<file path="config.mk">
export PLATFORM = sky130hd
export DESIGN_NAME = io_input_reader_flat
export DESIGN_NICKNAME = d
export VERILOG_FILES = /design/src/rtl/io_pkg.sv /design/src/rtl/io_input_reader_if.sv /design/src/rtl/io_debounce.sv /design/src/rtl/io_input_reader.sv /design/src/flat_wrapper.sv
export SDC_FILE = /design/constraint.sdc
export NUM_CORES = 1
export LEC_CHECK = 0
export BUFFER_PORTS_ARGS = -buffer_cell sky130_fd_sc_hd__buf_2
export CORE_MARGIN = 1
export CORE_UTILIZATION = 57
export DETAILED_ROUTE_END_ITERATION = 8
export PLACE_DENSITY = 0.91
export SYNTH_ARGS = -nofsm -noshare
export SYNTH_HDL_FRONTEND = slang
export SYNTH_HIERARCHICAL = 1
export SYNTH_SLANG_ARGS = --single-unit
export TNS_END_PERCENT = 100
</file>
<file path="constraint.sdc">
create_clock -name clk -period 7.38 [get_ports clk]
set_input_delay 0.369 -clock clk [delete_from_list [all_inputs] [get_ports clk]]
set_output_delay 0.369 -clock clk [all_outputs]
set_load 0.1 [all_outputs]
</file>
<file path="src/rtl/io_pkg.sv">
// Shared IO definitions: memory-mapped input addresses, debounce state
// encoding and the shortened debounce length used in simulation.
package io_pkg;

  localparam logic [31:0] DATA_ADDR   = 32'hFFFF_FFC0;
  localparam logic [31:0] STATUS_ADDR = 32'hFFFF_FFC8;
  localparam logic [31:0] LIVE_ADDR   = 32'hFFFF_FFCC;

  localparam logic [19:0] SIM_DEBOUNCE_CYCLES = 20'd4;

  typedef logic [1:0] dbState_t;
  localparam dbState_t DB_LOW       = 2'd0;
  localparam dbState_t DB_WAIT_HIGH = 2'd1;
  localparam dbState_t DB_HIGH      = 2'd2;
  localparam dbState_t DB_WAIT_LOW  = 2'd3;

endpackage

</file>
<file path="src/rtl/io_input_reader_if.sv">
// CPU load port of the input block: address plus one-cycle read strobe,
// read data returned combinationally in the same cycle.
interface io_input_reader_if;

  // Handshake: the CPU drives address and pulses ioRead for exactly one
  // cycle per load; there is no ready/stall, dataIOInput is valid in that
  // same cycle and read side effects take effect at the closing clk edge.
  logic [31:0] address;
  logic        ioRead;
  logic [31:0] dataIOInput;

  modport master (output address, output ioRead, input dataIOInput);
  modport slave  (input address, input ioRead, output dataIOInput);

endinterface

</file>
<file path="src/rtl/io_debounce.sv">
// Confirm-button synchronizer and debounce FSM; emits the debounced level
// and a single press pulse per accepted press.
module io_debounce
  import io_pkg::*;
#(
  parameter logic [19:0] DEBOUNCE_CYCLES = 20'd1_000_000
) (
  input  logic     clk,
  input  logic     rst,
  input  logic     confirmation,
  output logic     level,
  output logic     press,
  output dbState_t state
);

  localparam int CW = $clog2(DEBOUNCE_CYCLES) + 1;
  localparam logic [CW-1:0] LAST = CW'(DEBOUNCE_CYCLES - 20'd1);

  logic          cfMeta;
  logic          cfSync;
  logic [CW-1:0] cnt;

  always_ff @(posedge clk) begin
    if (rst) begin
      cfMeta <= 1'b0;
      cfSync <= 1'b0;
      state  <= DB_LOW;
      cnt    <= '0;
    end else begin
      cfMeta <= confirmation;
      cfSync <= cfMeta;
      case (state)
        DB_LOW: begin
          if (cfSync) begin
            state <= DB_WAIT_HIGH;
            cnt   <= CW'(1);
          end
        end
        DB_WAIT_HIGH: begin
          if (!cfSync) begin
            state <= DB_LOW;
            cnt   <= '0;
          end else if (cnt == LAST) begin
            state <= DB_HIGH;
            cnt   <= '0;
          end else begin
            cnt <= cnt + CW'(1);
          end
        end
        DB_HIGH: begin
          if (!cfSync) begin
            state <= DB_WAIT_LOW;
            cnt   <= CW'(1);
          end
        end
        default: begin
          // DB_WAIT_LOW: release must be stable just as long as a press
          if (cfSync) begin
            state <= DB_HIGH;
            cnt   <= '0;
          end else if (cnt == LAST) begin
            state <= DB_LOW;
            cnt   <= '0;
          end else begin
            cnt <= cnt + CW'(1);
          end
        end
      endcase
    end
  end

  // Pulse coincides with the edge that moves WAIT_HIGH -> HIGH
  assign press = (state == DB_WAIT_HIGH) && cfSync && (cnt == LAST);
  assign level = (state == DB_HIGH) || (state == DB_WAIT_LOW);

endmodule

</file>
<file path="src/rtl/io_input_reader.sv">
// Memory-mapped switch reader: captures a switch snapshot on each debounced
// confirm press and serves it to CPU loads with read-to-clear status.
module io_input_reader
  import io_pkg::*;
#(
  parameter logic [19:0] DEBOUNCE_CYCLES = 20'd1_000_000
) (
  input  logic                     clk,
  input  logic                     rst,
  input  logic [15:0]              switchInput,
  input  logic                     confirmation,
  io_input_reader_if.slave         bus,
  output logic                     ready,
  output logic                     overrun,
  output dbState_t                 dbgState,
  output logic                     dbgLevel
);

  logic [15:0] swMeta;
  logic [15:0] swSync;
  logic [15:0] dataReg;
  logic        readyReg;
  logic        overrunReg;
  logic        press;
  logic        dataRead;
  logic        statusRead;
  logic [31:0] rdata;

  io_debounce #(.DEBOUNCE_CYCLES(DEBOUNCE_CYCLES)) u_debounce (
    .clk          (clk),
    .rst          (rst),
    .confirmation (confirmation),
    .level        (dbgLevel),
    .press        (press),
    .state        (dbgState)
  );

  assign dataRead   = bus.ioRead && (bus.address == DATA_ADDR);
  assign statusRead = bus.ioRead && (bus.address == STATUS_ADDR);

  always_ff @(posedge clk) begin
    if (rst) begin
      swMeta     <= '0;
      swSync     <= '0;
      dataReg    <= '0;
      readyReg   <= 1'b0;
      overrunReg <= 1'b0;
    end else begin
      swMeta <= switchInput;
      swSync <= swMeta;
      // A capture beats a simultaneous DATA read: the new snapshot stays pending
      if (press) begin
        dataReg  <= swSync;
        readyReg <= 1'b1;
      end else if (dataRead) begin
        readyReg <= 1'b0;
      end
      // Overrun set wins over a simultaneous STATUS clear
      if (press && readyReg && !dataRead) begin
        overrunReg <= 1'b1;
      end else if (statusRead) begin
        overrunReg <= 1'b0;
      end
    end
  end

  always_comb begin
    rdata = 32'h0;
    if (!rst) begin
      case (bus.address)
        DATA_ADDR:   rdata = {16'h0, dataReg};
        STATUS_ADDR: rdata = {30'h0, overrunReg, readyReg};
        LIVE_ADDR:   rdata = {16'h0, swSync};
        default:     rdata = 32'h0;
      endcase
    end
  end

  assign bus.dataIOInput = rdata;
  assign ready           = readyReg;
  assign overrun         = overrunReg;

endmodule

</file>
<file path="src/flat_wrapper.sv">
// flat-port wrapper written by rule: the top's interface ports become plain ports
module io_input_reader_flat import io_pkg::*;
#(
  parameter logic [19:0] DEBOUNCE_CYCLES = 20'd1_000_000
)
  (clk, rst, switchInput, confirmation, ready, overrun, dbgState, dbgLevel, bus_address, bus_ioRead, bus_dataIOInput);
  io_input_reader_if bus_i ();
  input  logic clk;
  input  logic rst;
  input  logic [15:0] switchInput;
  input  logic confirmation;
  output logic ready;
  output logic overrun;
  output dbState_t dbgState;
  output logic dbgLevel;
  input wire logic [$bits(bus_i.address)-1:0] bus_address;
  input wire logic [$bits(bus_i.ioRead)-1:0] bus_ioRead;
  output wire logic [$bits(bus_i.dataIOInput)-1:0] bus_dataIOInput;
  assign bus_i.address = bus_address;
  assign bus_i.ioRead = bus_ioRead;
  assign bus_dataIOInput = bus_i.dataIOInput;
  io_input_reader #(.DEBOUNCE_CYCLES(DEBOUNCE_CYCLES)) u_core (.clk(clk), .rst(rst), .switchInput(switchInput), .confirmation(confirmation), .bus(bus_i), .ready(ready), .overrun(overrun), .dbgState(dbgState), .dbgLevel(dbgLevel));
endmodule
</file>
; After elaboration in Yosys (flattened, before gate mapping)
; Cells that the tools add are included.
[classes]
n_reduce_logical = 14
mul = 0
shifts = 0
n_div = 0
muxes = 19
eq_ne = 10
add_sub_neg = 1
order_cmp = 0
bitwise_logic = 0
[op_table]
columns = operator, n
row1 = 21-bit two-way mux, 5
row2 = "32-bit == test, second input constant", 3
row3 = 21-bit one-hot mux with 3 select lines, 1
row4 = 16-bit one-hot mux with 3 select lines, 1
row5 = 32-bit two-way mux, 1
row6 = "21-bit by 1-bit adder with 21-bit output, second input constant", 1
row7 = "21-bit by 20-bit == test with 1-bit output, second input constant", 1
row8 = 2-bit two-way mux, 6
row9 = 1-bit logical AND, 6
row10 = 2-bit one-hot mux with 3 select lines, 1
row11 = "2-bit == test, second input constant", 2
row12 = 1-bit two-way mux, 4
row13 = "2-bit inequality test, second input constant", 2
row14 = 4-bit AND reduction, 1
row15 = 2-bit nonzero test, 2
row16 = 4-bit nonzero test, 1
row17 = "3-bit inequality test, second input constant", 1
row18 = "2-bit by 1-bit == test with 1-bit output, second input constant", 1
row19 = 2-bit zero test, 1
row20 = 2-bit AND reduction, 1
row21 = 1-bit zero test, 1
row22 = 1-bit logical OR, 1
[word_totals]
ramBits = 0
out_inout_bits = 37
rom_bits = 0
in_bits = 52
latch_bits = 0
memories = 0
elab_cells = 53
register_bits = 75

; Depth between registers and ports, before layout
[logic_depth]
ltp_word = 6
mapped_depth = 9
mapped_depth_nobuf = 7

; By module
; Netlist, hierarchy kept.
[by_module_without_submodules]
columns = mod, seq_area_each_um2, cells_per_inst, n_inst, area_per_inst_um2
row1 = io_input_reader, 1001.0, 221, 1, 2184.6
row2 = io_debounce, 500.5, 156, 1, 1407.6

; Worst setup path after synthesis
; No wires, ideal clock.
[synth_path]
kind = input -> output
start = in bus_address[3]
end = out bus_dataIOInput[15]
arrival_ns = 5.961
slack_ns = 1.050
required_ns = 7.011
path_stages = 4
cell_sequence = or4b_4 nor4_4 nand3_1 a2111oi_0
[synth_between]
elab_chain_cells = 3
[synth_rtl]
columns = element, line
row1 = "start, declared", flat_wrapper.sv:16  ; input wire logic [$bits(bus_i.address)-1:0] bus_address;
row2 = 32-bit == test, io_input_reader.sv:70  ; case (bus.address)
row3 = 16-bit one-hot mux with 3 select lines (*), io_input_reader.sv:70
row4 = 32-bit two-way mux (*), io_input_reader.sv:69  ; if (!rst) begin
row5 = "end, declared", flat_wrapper.sv:18  ; output wire logic [$bits(bus_i.dataIOInput)-1:0] bus_dataIOInput;
; Every way passes the cells marked *; elsewhere a longest branch is shown, timed or not.

; Final worst setup path
[layout_path]
start = in bus_address[31]
end = out bus_dataIOInput[4]
; Same word-level chain as after synthesis.

==> run_summary.xml <==
<?xml version="1.0" encoding="UTF-8"?>
<metrics>
  <group name="global_route">
    <metric name="number_of_antenna_violations_at_the_first_check_in_global_routing" unit="">0</metric>
    <metric name="total_congestion_overflow_after_global_routing" unit="">0</metric>
    <metric name="pin_count_of_the_biggest_net_entering_global_routing" unit="">79</metric>
    <metric name="first_global_vias" unit="">2665</metric>
    <metric name="overall_global_routing_usage" unit="%">23.3</metric>
    <metric name="grt_pass1_wl" unit="um">11800</metric>
  </group>
  <group name="die">
    <metric name="die_height" unit="um">81.4</metric>
    <metric name="core_area" unit="mm^2">0.00599</metric>
    <metric name="design.portCount" unit="">89</metric>
    <metric name="initial_utilization" unit="%">60.0</metric>
    <metric name="die-area" unit="mm^2">0.00662</metric>
    <metric name="rows" unit="">28</metric>
    <metric name="x_dimension_of_the_die" unit="um">81.4</metric>
  </group>
  <group name="setup_path">
    <metric name="timing.reg2reg.worst_path_depth" unit="">7</metric>
    <metric name="r2r_setup_slack" unit="ns">4.42</metric>
    <metric name="capture_instance_of_the_worst_register_to_register_path" unit="">u_core/dataReg[13]$_SDFFE_PP0P_</metric>
    <metric name="crit_path_end_kind" unit="">primary output</metric>
    <metric name="critical_path_arrival" unit="ns">3.20</metric>
    <metric name="worst_r2r_startpoint" unit="">u_core/u_debounce/cnt[0]$_SDFFE_PP0P_</metric>
    <metric name="worst-path-max-fanout" unit="">17</metric>
    <metric name="worst-endpoint-required" unit="ns">7.01</metric>
    <metric name="worstSetupStartpointType" unit="">primary input</metric>
    <metric name="worst-setup-path-type" unit="">primary input to primary output</metric>
  </group>
  <group name="final_layout">
    <metric name="nNetsFinal" unit="">497</metric>
    <metric name="layout-area-overhead-vs-synth" unit="%">14.4</metric>
    <metric name="post_route_cells_drive_above_1_share" unit="%">27.4</metric>
    <metric name="final_common_cell" unit="">sky130_fd_sc_hd__dfxtp_1</metric>
    <metric name="mostFrequentLayoutCells" unit="">75 x sky130_fd_sc_hd__dfxtp_1, 72 x sky130_fd_sc_hd__buf_2, 38 x sky130_fd_sc_hd__nor2_1</metric>
    <metric name="ant_cells" unit="">0</metric>
    <metric name="final_design_area_no_fill" unit="mm^2">0.00411</metric>
  </group>
  <group name="detailed_routing">
    <metric name="detailedRoute.firstPassIterationCount" unit="">6</metric>
    <metric name="avgViaCountPerCell" unit="">5.73</metric>
    <metric name="dr.first_iter.drc_count" unit="">125</metric>
    <metric name="routed_metal_1_wirelength" unit="um">3150</metric>
    <metric name="drt_drc_violations_left" unit="">0</metric>
    <metric name="via_count" unit="">2982</metric>
    <metric name="detailroute.wirelength.met2" unit="um">3570</metric>
    <metric name="remaining_antenna_violation_count" unit="">0</metric>
    <metric name="wirelength" unit="um">7350</metric>
    <metric name="wire_per_inst" unit="um">14.1</metric>
    <metric name="wl_met3" unit="um">542</metric>
    <metric name="maxUsedRoutingLayer" unit="">met4</metric>
  </group>
  <group name="place">
    <metric name="dp_slack" unit="ns">3.87</metric>
    <metric name="dpl-instance-area" unit="mm^2">0.00389</metric>
    <metric name="place.detailed.hpwl" unit="um">4970</metric>
    <metric name="io_buffer_count" unit="">72</metric>
    <metric name="final_gp_congestion" unit="">0.849</metric>
  </group>
  <group name="power_and_ir_drop">
    <metric name="intPower" unit="uW">626</metric>
    <metric name="sw_frac_of_total" unit="%">24.8</metric>
    <metric name="max-vdd-ir-drop" unit="V">0.000110</metric>
    <metric name="power.sequential.fraction" unit="%">50.2</metric>
    <metric name="pwr-share-clk" unit="%">40.1</metric>
    <metric name="p_comb_share" unit="%">9.7</metric>
    <metric name="power_density" unit="mW/mm^2">203</metric>
    <metric name="total_switching_power" unit="uW">206</metric>
    <metric name="post-layout-total-power" unit="uW">832</metric>
    <metric name="cellLeakagePower" unit="nW">1.55</metric>
  </group>
  <group name="flow_run">
    <metric name="max_cap_violations" unit="">0</metric>
  </group>
  <group name="cts">
    <metric name="clock-sinks" unit="">75</metric>
    <metric name="path_clk_slew" unit="ns">0.07</metric>
    <metric name="cts.htree.levels" unit="">3</metric>
    <metric name="clock_path_buffers" unit="">2</metric>
    <metric name="cell_at_the_root_of_the_clock_tree" unit="">sky130_fd_sc_hd__clkbuf_8</metric>
    <metric name="post_cts_resize_count" unit="">0</metric>
    <metric name="numCtsBuffers" unit="">9</metric>
    <metric name="clock_tree_from_tritoncts" unit="">done</metric>
    <metric name="holdBufCountCts" unit="">0</metric>
    <metric name="postCtsSetupRepairBufs" unit="">0</metric>
    <metric name="clock_latency" unit="ns">0.34</metric>
  </group>
  <group name="min_path">
    <metric name="hold_path_startpoint" unit="">switchInput[12]</metric>
    <metric name="hold_path_depth" unit="">2</metric>
    <metric name="timing.hold.worst.class" unit="">primary input to flip-flop</metric>
    <metric name="hold-path-endpoint" unit="">u_core/swMeta[12]$_SDFF_PP0_</metric>
  </group>
  <group name="logic_synthesis">
    <metric name="synth_enable_flop_cells" unit="">0</metric>
    <metric name="synth_warnings" unit="">6</metric>
    <metric name="seq_area_frac_synth" unit="%">41.8</metric>
    <metric name="mean_instance_size_in_the_synthesized_netlist" unit="um^2">9.53</metric>
    <metric name="synth_cell_types" unit="">51</metric>
    <metric name="synth_async_sr_flop_share" unit="%">0</metric>
    <metric name="syn_inst" unit="">377</metric>
    <metric name="synth-seq-cells" unit="">75</metric>
    <metric name="synth_area" unit="mm^2">0.00359</metric>
    <metric name="yosys_most_used_dff" unit="">sky130_fd_sc_hd__dfxtp_1</metric>
  </group>
  <group name="timing">
    <metric name="timing.final.hold_violations" unit="">0</metric>
    <metric name="worst-slew-pin-transition" unit="ns">1.12</metric>
    <metric name="final-setup-viol-count" unit="">0</metric>
    <metric name="hold_ws" unit="ns">0.237</metric>
    <metric name="finalCritPeriodShare" unit="%">48.3</metric>
    <metric name="fin_skew" unit="ns">0.00768</metric>
    <metric name="worst_slew_margin_rel" unit="%">24.9</metric>
    <metric name="timing.final.max_slew_violations" unit="">0</metric>
    <metric name="setup_ws" unit="ns">3.81</metric>
    <metric name="timing.setup.tns" unit="ns">0</metric>
    <metric name="achievable-frequency" unit="GHz">0.280</metric>
    <metric name="rsz0062_at_grt" unit="">no</metric>
    <metric name="min_clock_period_post_route" unit="ns">3.57</metric>
  </group>
  <group name="outcome">
    <metric name="result_of_the_run" unit="">finished, final reports clean</metric>
  </group>
</metrics>
## area by class of cell
class | count | area, um^2
clock buffers | 13 | 179
inverters | 4 | 15.0
multi-input cells | 276 | 1900
repair buffers | 74 | 375
well taps | 75 | 93.8
clock inverters | 3 | 43.8
flip-flops and latches | 75 | 1500
fillers | 452 | 1880
## cell families (layout without fill, tap and decap cells)
kind of cell | count (synthesis) | after routing | share of synthesized area (%)
xor gates and xnor gates | 15 | 15 | 3.66
adders and majority gates | 5 | 5 | 1.74
DFF | 75 | 75 | 41.8
other | 1 | 16 | 0.104
and+or+nand+nor | 179 | 179 | 29.9
AOI/OAI and AO/OA | 41 | 41 | 10.2
muxes | 20 | 20 | 5.68
buffers and inverters | 41 | 94 | 6.93
## Yosys cell counts, types with 2 or more instances
cell type | number | area share [%]
sky130_fd_sc_hd__a2111oi_0 | 3 | 0.73
sky130_fd_sc_hd__a211oi_2 | 2 | 0.70
sky130_fd_sc_hd__buf_6 | 4 | 1.3
sky130_fd_sc_hd__buf_2 | 4 | 0.56
sky130_fd_sc_hd__nor3_1 | 4 | 0.56
sky130_fd_sc_hd__dfxtp_1 | 75 | 42
sky130_fd_sc_hd__inv_1 | 4 | 0.42
sky130_fd_sc_hd__or2_2 | 2 | 0.35
sky130_fd_sc_hd__a2111oi_2 | 9 | 3.8
sky130_fd_sc_hd__a22oi_1 | 2 | 0.42
sky130_fd_sc_hd__nor4_4 | 6 | 3.6
sky130_fd_sc_hd__or4b_4 | 2 | 0.77
sky130_fd_sc_hd__nand4_1 | 11 | 1.9
sky130_fd_sc_hd__and2_1 | 2 | 0.35
sky130_fd_sc_hd__nand3_1 | 37 | 5.2
sky130_fd_sc_hd__clkbuf_1 | 11 | 1.1
sky130_fd_sc_hd__nand2b_1 | 2 | 0.35
sky130_fd_sc_hd__a2111oi_1 | 3 | 0.84
sky130_fd_sc_hd__nor2b_1 | 37 | 6.4
sky130_fd_sc_hd__nor4_1 | 3 | 0.52
sky130_fd_sc_hd__xor2_1 | 9 | 2.2
sky130_fd_sc_hd__nand4b_1 | 5 | 1.2
sky130_fd_sc_hd__buf_4 | 16 | 3.3
sky130_fd_sc_hd__a21oi_1 | 8 | 1.1
sky130_fd_sc_hd__mux2_2 | 3 | 0.94
sky130_fd_sc_hd__and3_1 | 2 | 0.35
sky130_fd_sc_hd__a31o_2 | 2 | 0.49
sky130_fd_sc_hd__mux2i_1 | 17 | 4.7
sky130_fd_sc_hd__nor2_1 | 39 | 4.1
sky130_fd_sc_hd__o21ai_0 | 6 | 0.84
sky130_fd_sc_hd__buf_1 | 2 | 0.21
sky130_fd_sc_hd__xnor2_1 | 6 | 1.5
sky130_fd_sc_hd__nand2_1 | 17 | 1.8
sky130_fd_sc_hd__ha_1 | 5 | 1.7
## sequential cells by signal (all words and copies together), names as in the netlist, named ones only
register / count
u_core/overrun: 1
u_core/u_debounce/cnt: 21
u_core/u_debounce/cfMeta: 1
u_core/u_debounce/cfSync: 1
u_core/dataReg: 16
u_core/swMeta: 16
u_core/swSync: 16
u_core/u_debounce/state: 1
u_core/ready: 1
## routing by layer
| metal | global-route usage (%) | vias to the layer above |
|---|---|---|
| met2 | 39.8 | 127 |
| met4 | 8.04 | 0 |
| met5 | 0 | - |
| li1 | - | 1435 |
| met3 | 7.19 | 10 |
| met1 | 27.3 | 1410 |
## metrics by stage
step,util [%],std cells
2_1_floorplan,-,392
3_3_place_gp,64.9,504
3_5_place_dp,64.9,504
4_1_cts,68.6,520
5_1_grt,68.6,520
6_report,68.6,520
## critical path, cell delays in order
cell,delay (ns)
sky130_fd_sc_hd__buf_2,0.08
sky130_fd_sc_hd__nand4_1,0.14
sky130_fd_sc_hd__nor4_4,0.83
sky130_fd_sc_hd__nand2_1,0.70
sky130_fd_sc_hd__a2111oi_1,0.57
sky130_fd_sc_hd__buf_2,0.51
## power by group through the flow
stage | Clock (mW) | Sequential [mW] | Combinational [mW]
finish | 0.334 | 0.418 | 0.0806
global route | 0.359 | 0.418 | 0.0859
CTS | 0.340 | 0.417 | 0.0805
detailed placement | 0 | 0.427 | 0.0801
global placement | 0 | 0.426 | 0.0791
floorplan | 0 | 0.426 | 0.0697
## how the worst max path moves through the flow
stage               startpoint             endpoint  slack (ns)  depth (start not counted)
2_1_floorplan   bus_address[3]  bus_dataIOInput[15]        1.05                          4
3_5_place_dp   bus_address[31]  bus_dataIOInput[15]        3.87                          6
6_report       bus_address[31]   bus_dataIOInput[4]        3.81                          6
3_3_place_gp   bus_address[31]  bus_dataIOInput[15]        4.01                          6
5_1_grt        bus_address[31]  bus_dataIOInput[15]        3.64                          6
4_1_cts        bus_address[31]  bus_dataIOInput[15]        3.88                          6
Power figures use the tool's default switching activity.
